--- config.mk ---
export PLATFORM = sky130hd
export DESIGN_NAME = pipe_skid_reg
export DESIGN_NICKNAME = d
export VERILOG_FILES = /design/src/rtl/pipe_skid_reg_pkg.sv /design/src/rtl/pipe_sat_counter.sv /design/src/rtl/pipe_skid_reg.sv
export SDC_FILE = /design/constraint.sdc
export NUM_CORES = 1
export LEC_CHECK = 0
export ABC_CLOCK_PERIOD_IN_PS = 8270
export BUFFER_PORTS_ARGS = -buffer_cell sky130_fd_sc_hd__buf_4
export CAP_MARGIN = 30
export CORE_ASPECT_RATIO = 1.75
export CORE_UTILIZATION = 59
export DETAILED_ROUTE_END_ITERATION = 6
export PLACE_DENSITY_LB_ADDON = 0.05
export RECOVER_POWER = 100
export SLEW_MARGIN = 20
export SYNTH_ARGS = -nofsm -noshare
export SYNTH_HDL_FRONTEND = slang
export SYNTH_HIERARCHICAL = 1
export SYNTH_SLANG_ARGS = --single-unit
--- constraint.sdc ---
create_clock -name clk -period 8.27 [get_ports clk]
set_input_delay 0.827 -clock clk [delete_from_list [all_inputs] [get_ports clk]]
set_output_delay 0.827 -clock clk [all_outputs]
set_load 0.01 [all_outputs]
--- src/rtl/pipe_skid_reg_pkg.sv ---
// Shared types for the pipeline-stage registers: occupancy state, stage payload
// structs and the bubble payload constants built from NOP_INSTR / RESET_PC.
package pipe_skid_reg_pkg;

  typedef enum logic [1:0] {
    OCC_EMPTY = 2'd0,
    OCC_BUSY  = 2'd1,
    OCC_FULL  = 2'd2
  } occ_e;

  localparam logic [31:0] NOP_INSTR = 32'h0000_0013;  // addi x0, x0, 0
  localparam logic [31:0] RESET_PC  = 32'h0000_0000;

  typedef struct packed {
    logic [31:0] pc;
    logic [31:0] instr;
    logic [31:0] pc_plus4;
  } if_id_reg_t;

  localparam int IF_ID_W = $bits(if_id_reg_t);

  // Bubble for IF/ID: a NOP fetched at the reset vector.
  localparam if_id_reg_t NOP_IF_ID = '{
    pc:       RESET_PC,
    instr:    NOP_INSTR,
    pc_plus4: RESET_PC + 32'd4
  };

endpackage

--- src/rtl/pipe_sat_counter.sv ---
// Saturating up-counter with synchronous clear; holds at all-ones.
module pipe_sat_counter #(
  parameter int CNT_W = 32
) (
  input  logic             clk,
  input  logic             clear,
  input  logic             en,
  output logic [CNT_W-1:0] count
);

  always_ff @(posedge clk) begin
    if (clear) begin
      count <= '0;
    end else if (en && (count != {CNT_W{1'b1}})) begin
      count <= count + CNT_W'(1);
    end
  end

endmodule

--- src/rtl/pipe_skid_reg.sv ---
// Generic pipeline-stage register with valid/ready handshake, stall, flush and
// an optional second (skid) entry that lets in_ready come straight from a flop.
module pipe_skid_reg
  import pipe_skid_reg_pkg::*;
#(
  parameter int               WIDTH       = 96,
  parameter logic [WIDTH-1:0] NOP_PAYLOAD = '0,
  parameter bit               REG_READY   = 1'b1,
  parameter int               CNT_W       = 32
) (
  input  logic             clk,
  input  logic             reset,
  input  logic             flush,
  input  logic             stall,
  input  logic             in_valid,
  output logic             in_ready,
  input  logic [WIDTH-1:0] in_data,
  output logic             out_valid,
  input  logic             out_ready,
  output logic [WIDTH-1:0] out_data,
  output logic [1:0]       occupancy,
  output logic [CNT_W-1:0] stall_cnt,
  output logic [CNT_W-1:0] bubble_cnt
);

  // Handshake: a transfer happens on a rising clk edge when valid & ready are
  // both high (out side additionally needs !stall); valid never depends on ready.
  occ_e             state, state_next;
  logic [WIDTH-1:0] main_data, main_next;
  logic [WIDTH-1:0] skid_data, skid_next;
  logic             in_fire, out_fire;

  assign out_valid = (state != OCC_EMPTY);
  assign out_data  = main_data;
  assign occupancy = state;
  assign out_fire  = out_valid & out_ready & ~stall;
  assign in_ready  = REG_READY ? (state != OCC_FULL)
                               : (~out_valid | (out_ready & ~stall));
  assign in_fire   = in_valid & in_ready;

  always_ff @(posedge clk) begin
    if (reset) begin
      state     <= OCC_EMPTY;
      main_data <= NOP_PAYLOAD;
      skid_data <= NOP_PAYLOAD;
    end else begin
      state     <= state_next;
      main_data <= main_next;
      skid_data <= skid_next;
    end
  end

  always_comb begin
    state_next = state;
    main_next  = main_data;
    skid_next  = skid_data;
    case (state)
      OCC_EMPTY: begin
        if (in_fire) begin
          main_next  = in_data;
          state_next = OCC_BUSY;
        end
      end
      OCC_BUSY: begin
        if (out_fire && in_fire) begin
          main_next = in_data;
        end else if (out_fire) begin
          main_next  = NOP_PAYLOAD;
          state_next = OCC_EMPTY;
        end else if (in_fire && REG_READY) begin
          skid_next  = in_data;
          state_next = OCC_FULL;
        end
      end
      OCC_FULL: begin
        if (out_fire) begin
          main_next  = skid_data;
          state_next = OCC_BUSY;
        end
      end
      default: begin
        main_next  = NOP_PAYLOAD;
        state_next = OCC_EMPTY;
      end
    endcase
    // Flush wins over everything except reset; an out_fire this cycle still went out.
    if (flush) begin
      main_next  = NOP_PAYLOAD;
      state_next = OCC_EMPTY;
    end
  end

  pipe_sat_counter #(.CNT_W(CNT_W)) u_stall_cnt (
    .clk   (clk),
    .clear (reset),
    .en    (out_valid & ~out_fire),
    .count (stall_cnt)
  );

  pipe_sat_counter #(.CNT_W(CNT_W)) u_bubble_cnt (
    .clk   (clk),
    .clear (reset),
    .en    (~out_valid),
    .count (bubble_cnt)
  );

endmodule
; Yosys cells after proc, flatten, opt, wreduce, memory -nomap -nowiden
; Cells that the tools add are included.
[word_totals]
ff_bits = 258
wordCells = 45
output_inout_bits = 164
[classes]
n_eq_ne = 10
addsub = 2
bitwise = 8
n_mux = 11
n_reduce_logical = 9
[op_table]
columns = op, count
row1 = two-way mux 96 bit, 4
row2 = one-hot mux 96 bit (3 select lines), 1
row3 = adder 32 x 1 -> 32 bit (second input constant), 2
row4 = inequality test 32 bit (second input constant), 2
row5 = two-way mux 2 bit, 5
row6 = inequality test 2 bit (second input constant), 4
row7 = AND reduction 4 bit, 2
row8 = inequality test 3 bit (second input constant), 2
row9 = one-hot mux 2 bit (3 select lines), 1
row10 = AND 1 bit, 4
row11 = NOT 1 bit, 4
row12 = logical AND 1 bit, 3
row13 = AND reduction 3 bit, 1
row14 = == test 2 x 1 -> 1 bit (second input constant), 1
row15 = == test 2 bit (second input constant), 1
row16 = zero test 2 bit, 1
row17 = nonzero test 2 bit, 1
row18 = OR reduction 2 bit, 1

; Longest topological paths before layout
; Gate-level depths: netlist of run 1.
[depth]
depth_word = 6
ltp_mapped = 11
depth_no_buf = 7

; Cells and area by module
; The synthesis of run 1 kept the hierarchy.
[by_module_without_submodules]
columns = mod, seq_area_each_um2, area_per_inst_um2, instances, cells_each
row1 = pipe_skid_reg, 3883.7, 8904.8, 1, 988
row2 = pipe_sat_counter, 640.6, 1674.1, 2, 199

; Worst setup path before layout of run 1
; OpenSTA, ideal clock, no wires.
[synth_path]
path_kind = register -> register
from = register state[0] (netlist: occupancy[0])
to = register u_stall_cnt.count[31]
synth_period_minus_slack_ps = 3146
setup_slack_ps = 5124
t_required_ps = 8149
n_path_buf = 3
arrival_time_ps = 3026
stages_incl_launch_ff = 11
setup_time_ps = 121
path_cell_list = dfxtp_1 > buf_2 > buf_2 > buf_1 > nor2_1 > nor2_1 > nand4_1 > nor4_2 > nand4_1 > nor4_1 > mux2_2
[synth_between]
elab_chain_cells = 6
[synth_lines]
columns = element, line_no
row1 = start: declaration, pipe_skid_reg.sv:28  ; occ_e state, state_next;
row2 = start signal: assignment, pipe_skid_reg.sv:47  ; state <= state_next;
row3 = nonzero test 2 bit *, pipe_skid_reg.sv:33  ; assign out_valid = (state != OCC_EMPTY);
row4 = AND 1 bit (2 in series), pipe_skid_reg.sv:36  ; assign out_fire = out_valid & out_ready & ~stall;
row5 = NOT 1 bit (no source line), --
row6 = AND 1 bit *, pipe_skid_reg.sv:96  ; .en (out_valid & ~out_fire),
row7 = logical AND 1 bit *, pipe_sat_counter.sv:14  ; end else if (en && (count != {CNT_W{1'b1}})) begin
row8 = end signal: assignment, pipe_sat_counter.sv:15  ; count <= count + CNT_W'(1);
row9 = end: declaration, pipe_sat_counter.sv:8  ; output logic [CNT_W-1:0] count
; Every way passes the cells marked *; elsewhere a longest branch is shown, timed or not.
; A chain may end at the register's enable or synchronous reset.

; Worst setup path after layout of run 1
[layout_path]
from = input port reset
to = register main_data[26] (netlist: out_data[26])
[layout_between]
elab_chain_cells = 1
[layout_lines]
columns = element, line_no
row1 = start: declaration, pipe_skid_reg.sv:12  ; input logic reset,
row2 = OR reduction 2 bit (no source line), --
row3 = end signal: assignment, pipe_skid_reg.sv:48  ; main_data <= main_next;
row4 = end: declaration, pipe_skid_reg.sv:29  ; logic [WIDTH-1:0] main_data, main_next;
; Every way passes these cells.

==> results.yml, run 1 <==
sta:
  slew_headroom: -1.02
  hold_viol_final: 0
  finalSetupViolCount: 0
  drv_slew: 292
  rsz0062_at_grt: "false"
  tightest_slew_ps: 3030
  fin_worst_skew_ps: 14.9
  min_period_over_period: 0.666
  tns_ps: 0
  min_period_ps: 5510
  whs_ps: 453
  setup_slack_ps: 2760
  fmax_mhz: 181
power:
  power_frac_clock: 0.408
  leakage_nw: 4.53
  total_power_mw: 2.67
  intPower_mw: 2.01
  p_sw_mw: 0.664
  ir_worst_vdd_v: 0.000190
  p_seq_frac: 0.486
  p_per_area_nw_per_um2: 189
  comb_power_share: 0.106
  switching_share: 0.249
worst_setup_path:
  ff2ff_path_depth: 5
  cp_data_required_time_ps: 8550
  crit_cells: 4
  path_delay_family: "buffers and inverters"
  path_cells: "buf_4 > or2_0 > clkbuf_1 > nor2_1"
  end_kind: "flop"
  cp.buffers_inverters: 2
  worstSetupPathType: "primary input to flop"
  slowest_delay_ps: 2250
  slowest_stage: "clkbuf_1"
  start_kind: "primary input"
  crit_fanout: 72
  crit_arrival_ps: 5790
outcome:
  violations: "max-capacitance violations, max-slew violations"
  outcome: "finished with violations"
placement:
  place_area_um2: 14100
  gp_congestion: 0.878
  hpwl_um: 21400
  place_ws_ps: 4770
  io_buffer_count: 265
synthesis:
  yosys_warnings: 6
  synth.top_cell.area_share: 0.422
  synthCells: 1386
  synth.distinct_cells: 53
  ys_async_sr_fraction: 0
  ys_seq_area_frac: 0.422
  syn_area_um2: 12300
  synth.avg_cell_area_um2: 8.84
  yosys-top-cells-area: "dfxtp_1 42%, mux2i_1 8.2%, o2bb2ai_1 6.9%"
  synth-edff-count: 0
  yosysTopAreaCell: "dfxtp_1"
  ys_ff_latch: 258
  synth_nets: 1490
  synth-main-ff-cell: "dfxtp_1"
hold_path:
  whs_path_depth: 2
  min_path_type: "flop to flop"
layout:
  area_delta_synth_final_pct: 15.7
  fin_area_um2: 14200
  fill_cells: 1837
  layout_commonest_cell: "dfxtp_1"
  drive_gt1_frac: 0.128
  multi_input_area_um2: 6390
  ff_latch_area_um2: 5160
  final_cell_mix: "258 x dfxtp_1, 212 x nand2_1, 173 x clkbuf_1"
  final_nets: 1676
floorplanning:
  die_h_um: 193
  die_area_um2: 21400
  io_pins: 266
  initial_core_util: 0.604
  coreArea_um2: 20300
  fp.dieW_um: 111
  placement_rows: 69
global_routing:
  met3_usage: 0.0546
  grt_pass1_vias: 10570
  grt_max_degree: 73
  grt.total_usage: 0.299
  gr-total-overflow: 0
  antenna_found_initial: 1
  top_usage_layer: "met2"
  grt_first_pass_wirelength_um: 52700
  grt.met1_usage: 0.339
  use_met2: 0.538
clock_tree:
  max-clock-path-buffers: 3
  htreeDepth: 1
  root_buffer: "clkbuf_16"
  worstSkewPairLatency_ps: 520
  cts.reportedPaths.clkPinSlew_ps: 70
  numCtsBuffers: 24
  cts_resized: 0
  ctsHoldBuffers: 0
  cts_tree: "yes"
  postCtsSetupBuffers: 0
  clock-sinks: 258
detailed_routing:
  route.detailed.drc: 0
  wl_per_cell_um: 18.2
  routed_wl_um: 33400
  first_pass_iters: 5
  drt_iter0_drc: 899
  vias_per_cell: 6.13
  ant_nets: 0
  vias: 11250
flow_run:
  drv_cap: 7
## routing by layer
metal,share of wire,up-vias
met5,0,-
met4,0.041,0
met3,0.060,88
met2,0.51,361
met1,0.39,5391
li1,-,5410
## power by group through the flow
| stage | combinational (mW) | sequential [mW] | clock, mW |
|---|---|---|---|
| after floorplan | 0.180 | 1.33 | 0 |
| after global routing | 0.310 | 1.30 | 1.15 |
| after CTS | 0.301 | 1.30 | 1.11 |
| after detailed placement | 0.300 | 1.33 | 0 |
| after global placement | 0.291 | 1.32 | 0 |
| final | 0.283 | 1.30 | 1.09 |
## cell families (layout without fill, tap and decap cells)
| family | count (synthesis) | count (layout) | synth area share |
|---|---|---|---|
| and+or+nand+nor | 493 | 493 | 0.189 |
| AOI/OAI and AO/OA | 389 | 389 | 0.238 |
| DFF | 258 | 258 | 0.422 |
| buffers and inverters | 126 | 327 | 0.0539 |
| muxes | 104 | 104 | 0.0854 |
| xor gates and xnor gates | 14 | 14 | 0.0100 |
| adders and majority gates | 2 | 2 | 0.00204 |
| other | 0 | 1 | 0 |
## worst paths after layout
kind,startpoint,end,slack [ps]
max,reset,out_data[26],2760
min reg2reg,skid_data[44],skid_data[44],450
min,skid_data[44],skid_data[44],450
max reg2reg,occupancy[0],skid_data[39],3100
## through the flow
step                utilization  instances
floorplan                     -       1386
global placement          0.692       1791
detailed placement        0.696       1794
CTS                       0.733       1835
global route              0.699       1836
finish                    0.699       1836
## state kept, by name (all words and copies together), names as in the netlist
name                flops
occupancy               2
u_bubble_cnt/count     32
u_stall_cnt/count      32
skid_data              96
out_data               96
## cell usage after synthesis, types with 3 or more instances
cell / count
nor4_1: 8
a22oi_2: 40
mux2i_1: 100
or4_1: 24
nor2b_1: 7
and4_1: 8
dfxtp_1: 258
clkbuf_1: 50
buf_2: 42
a211oi_1: 3
a22oi_1: 56
o2bb2ai_1: 96
or2_2: 3
o31ai_1: 24
inv_1: 5
or3_1: 21
nor2_1: 127
xnor2_1: 12
nand2b_1: 3
buf_4: 10
nand3_1: 26
o21ai_0: 16
buf_6: 13
nor3b_1: 5
a2111oi_0: 4
buf_1: 6
and3_1: 6
nand4_1: 20
nand2_1: 212
a21oi_1: 140
nor3_1: 4
## worst reg2reg max path, delay by kind of cell, from the launching register on
kind / cells / cell delay, ps
DFF: 1 / 1580
and+or+nand+nor: 3 / 1860
AOI/OAI and AO/OA: 1 / 220
buffers and inverters: 1 / 1430
## final cells by class
cell class / count / area share
multi-input combinational: 1002 / 0.451
sequential: 258 / 0.364
timing repair buffer: 281 / 0.108
clock buffer: 32 / 0.0467
tap: 248 / 0.0219
clock inverter: 9 / 0.00653
inverter: 5 / 0.00132
antenna: 1 / 0.000177
(Power assumes the default switching activity.)
==> run 2, diff against run 1 <==
Settings changed: ABC_AREA set to 1, ABC_CLOCK_PERIOD_IN_PS 8270 to 4500, CORE_UTILIZATION 59 to 49.
Clock period 8.27 ns to 4.5 ns, I/O delays scaled along.
==> run 2 against run 1 <==
Effect of this change:
- the flow still finishes with violations (max-capacitance violations, max-slew violations)
- clock skew down 1.4 ps
- first-iteration DRC count down 22%
- clock-buffer cell count rose by 8
- sequential cell count unchanged
- global-route usage down 2.4 points
- highest routed layer unchanged
==> results.yml, run 2 <==
placement:
  gp_congestion: 0.913
  hpwl_um: 23300
  io_buffer_count: 265
flow_run:
  drv_cap: 2
synthesis:
  ys_async_sr_fraction: 0
  ys_seq_area_frac: 0.429
  synth.top_cell.area_share: 0.429
  synthCells: 1812
  yosys-top-cells-area: "dfxtp_1 43%, nand2_1 27%, a21oi_1 9.6%"
  yosysTopAreaCell: "dfxtp_1"
  synth-main-ff-cell: "dfxtp_1"
  ys_ff_latch: 258
  synth-edff-count: 0
  yosys_warnings: 6
  synth_common_cells: "852 x nand2_1, 258 x dfxtp_1, 230 x a21oi_1"
  synth.avg_cell_area_um2: 6.65
  synth.distinct_cells: 32
  synth_nets: 1916
  synth.most_common_cell: "nand2_1"
  syn_area_um2: 12100
worst_setup_path:
  end_kind: "flop"
  cp_data_required_time_ps: 4870
  slowest_stage: "clkinvlp_2"
  path_cells: "nand3_2 > a21oi_4 > clkinvlp_2 > buf_4 > nand2_1 > a21oi_1"
  cp.buffers_inverters: 2
  crit_fanout: 45
  start_kind: "flop"
  slowest_delay_ps: 1370
  worstSetupPathType: "flop to flop"
  path_delay_family: "buffers and inverters"
  r2r_slack_ps: 1210
  rr_startpoint: "occupancy[0]"
  r2r_end: "skid_data[75]"
  crit_arrival_ps: 3670
  ff2ff_path_depth: 6
floorplanning:
  initial_core_util: 0.502
  fp.dieW_um: 121
  placement_rows: 75
  die_h_um: 209
  die_area_um2: 25300
  coreArea_um2: 24000
  io_pins: 266
clock_tree:
  numCtsBuffers: 26
  worstSkewPairLatency_ps: 540
  cts_resized: 0
  ctsHoldBuffers: 0
  max-clock-path-buffers: 3
  postCtsSetupBuffers: 0
  cts.reportedPaths.clkPinSlew_ps: 60
  htreeDepth: 1
  clock-sinks: 258
  cts_tree: "yes"
  root_buffer: "clkbuf_16"
power:
  intPower_mw: 3.74
  total_power_mw: 4.95
  leakage_nw: 5.84
  p_per_area_nw_per_um2: 349
  p_seq_frac: 0.479
  power_frac_clock: 0.430
  switching_share: 0.244
  ir_worst_vdd_v: 0.000251
  p_sw_mw: 1.21
  comb_power_share: 0.091
sta:
  tns_ps: 0
  min_period_over_period: 0.731
  tightest_slew_ps: 1780
  min_period_ps: 3290
  fmax_mhz: 304
  slew_headroom: -0.192
  finalSetupViolCount: 0
  rsz0062_at_grt: "false"
  hold_viol_final: 0
  drv_slew: 82
  fin_worst_skew_ps: 13.5
detailed_routing:
  wl_per_cell_um: 15.1
  vias_per_cell: 5.22
  routed_wl_um: 35500
  first_pass_iters: 5
  route.detailed.drc: 0
  ant_nets: 0
  vias: 12237
  drt_iter0_drc: 699
layout:
  drive_gt1_frac: 0.105
  layout_commonest_cell: "nand2_1"
  final_nets: 2124
  utilization: 0.590
  multi_input_area_um2: 6000
  fill_cells: 2480
  ff_latch_area_um2: 5160
  final_cell_mix: "855 x nand2_1, 258 x dfxtp_1, 230 x a21oi_1"
  area_delta_synth_final_pct: 17.6
global_routing:
  grt_max_degree: 80
  antenna_found_initial: 1
  grt.total_usage: 0.275
  grt_pass1_vias: 11395
  gr-total-overflow: 0
  grt_first_pass_wirelength_um: 56100
hold_path:
  hp-start: "in_data[17]"
  whs_path_depth: 3
  holdPathEnd: "skid_data[17]"
  min_path_type: "primary input to flop"
outcome:
  outcome: "finished with violations"
  violations: "max-capacitance violations, max-slew violations"
## run 2: layer usage
metal | wire length, µm | GRT usage | vias up
met4 | 1240 | 0.123 | 0
met3 | 2260 | 0.0530 | 76
li1 | - | - | 6122
met5 | 0 | 0 | -
met1 | 13700 | 0.305 | 5658
met2 | 18200 | 0.500 | 381
## run 2: how the worst max path moves through the flow
stage                            end  depth (start not counted)          from
6_report               skid_data[75]                          6  occupancy[0]
2_1_floorplan  u_stall_cnt/count[25]                         13  occupancy[0]
3_3_place_gp            out_data[36]                         10         stall
3_5_place_dp            out_data[34]                         11         stall
4_1_cts                     in_ready                          4  occupancy[1]
5_1_grt                skid_data[30]                          6  occupancy[0]
## run 2: cell families after synthesis
| group | share of synthesized area |
|---|---|
| flops | 0.429 |
| simple gates | 0.396 |
| compound gates | 0.105 |
| buf+inv | 0.0685 |
| fa+ha+maj | 0.00208 |
## run 2: per-stage QoR
| stage | area, µm² | instances | hold WS [ps] | setup slack (ps) |
|---|---|---|---|---|
| detailed placement | 14000 | 2299 | 452 | 1990 |
| finish | 14200 | 2344 | 181 | 1210 |
| floorplan | 12100 | 1812 | 440 | 2830 |
| global placement | 14000 | 2298 | 448 | 1920 |
| global route | 14200 | 2344 | 167 | 892 |
| CTS | 14900 | 2342 | 163 | 1890 |
## run 2: layout make-up
class	count	share of cell area
multi-input cells	1385	0.423
flip-flops and latches	258	0.364
repair buffers	278	0.108
clock buffers	40	0.0554
well taps	308	0.0272
inverters	71	0.0189
clock inverters	3	0.00283
diodes	1	0.000177
## run 2: power by group through the flow
stage | sequential [mW] | combinational [mW] | clock [mW]
2_1_floorplan | 2.43 | 0.258 | 0
3_3_place_gp | 2.42 | 0.472 | 0
3_5_place_dp | 2.42 | 0.483 | 0
4_1_cts | 2.37 | 0.485 | 2.18
5_1_grt | 2.38 | 0.503 | 2.27
6_report | 2.37 | 0.451 | 2.13
## run 2: tightest hold or removal path, delay by kind of cell
kind | cells | cell delay (ps)
AOI/OAI and AO/OA | 1 | 50
buffers and inverters | 1 | 110
and+or+nand+nor | 1 | 50
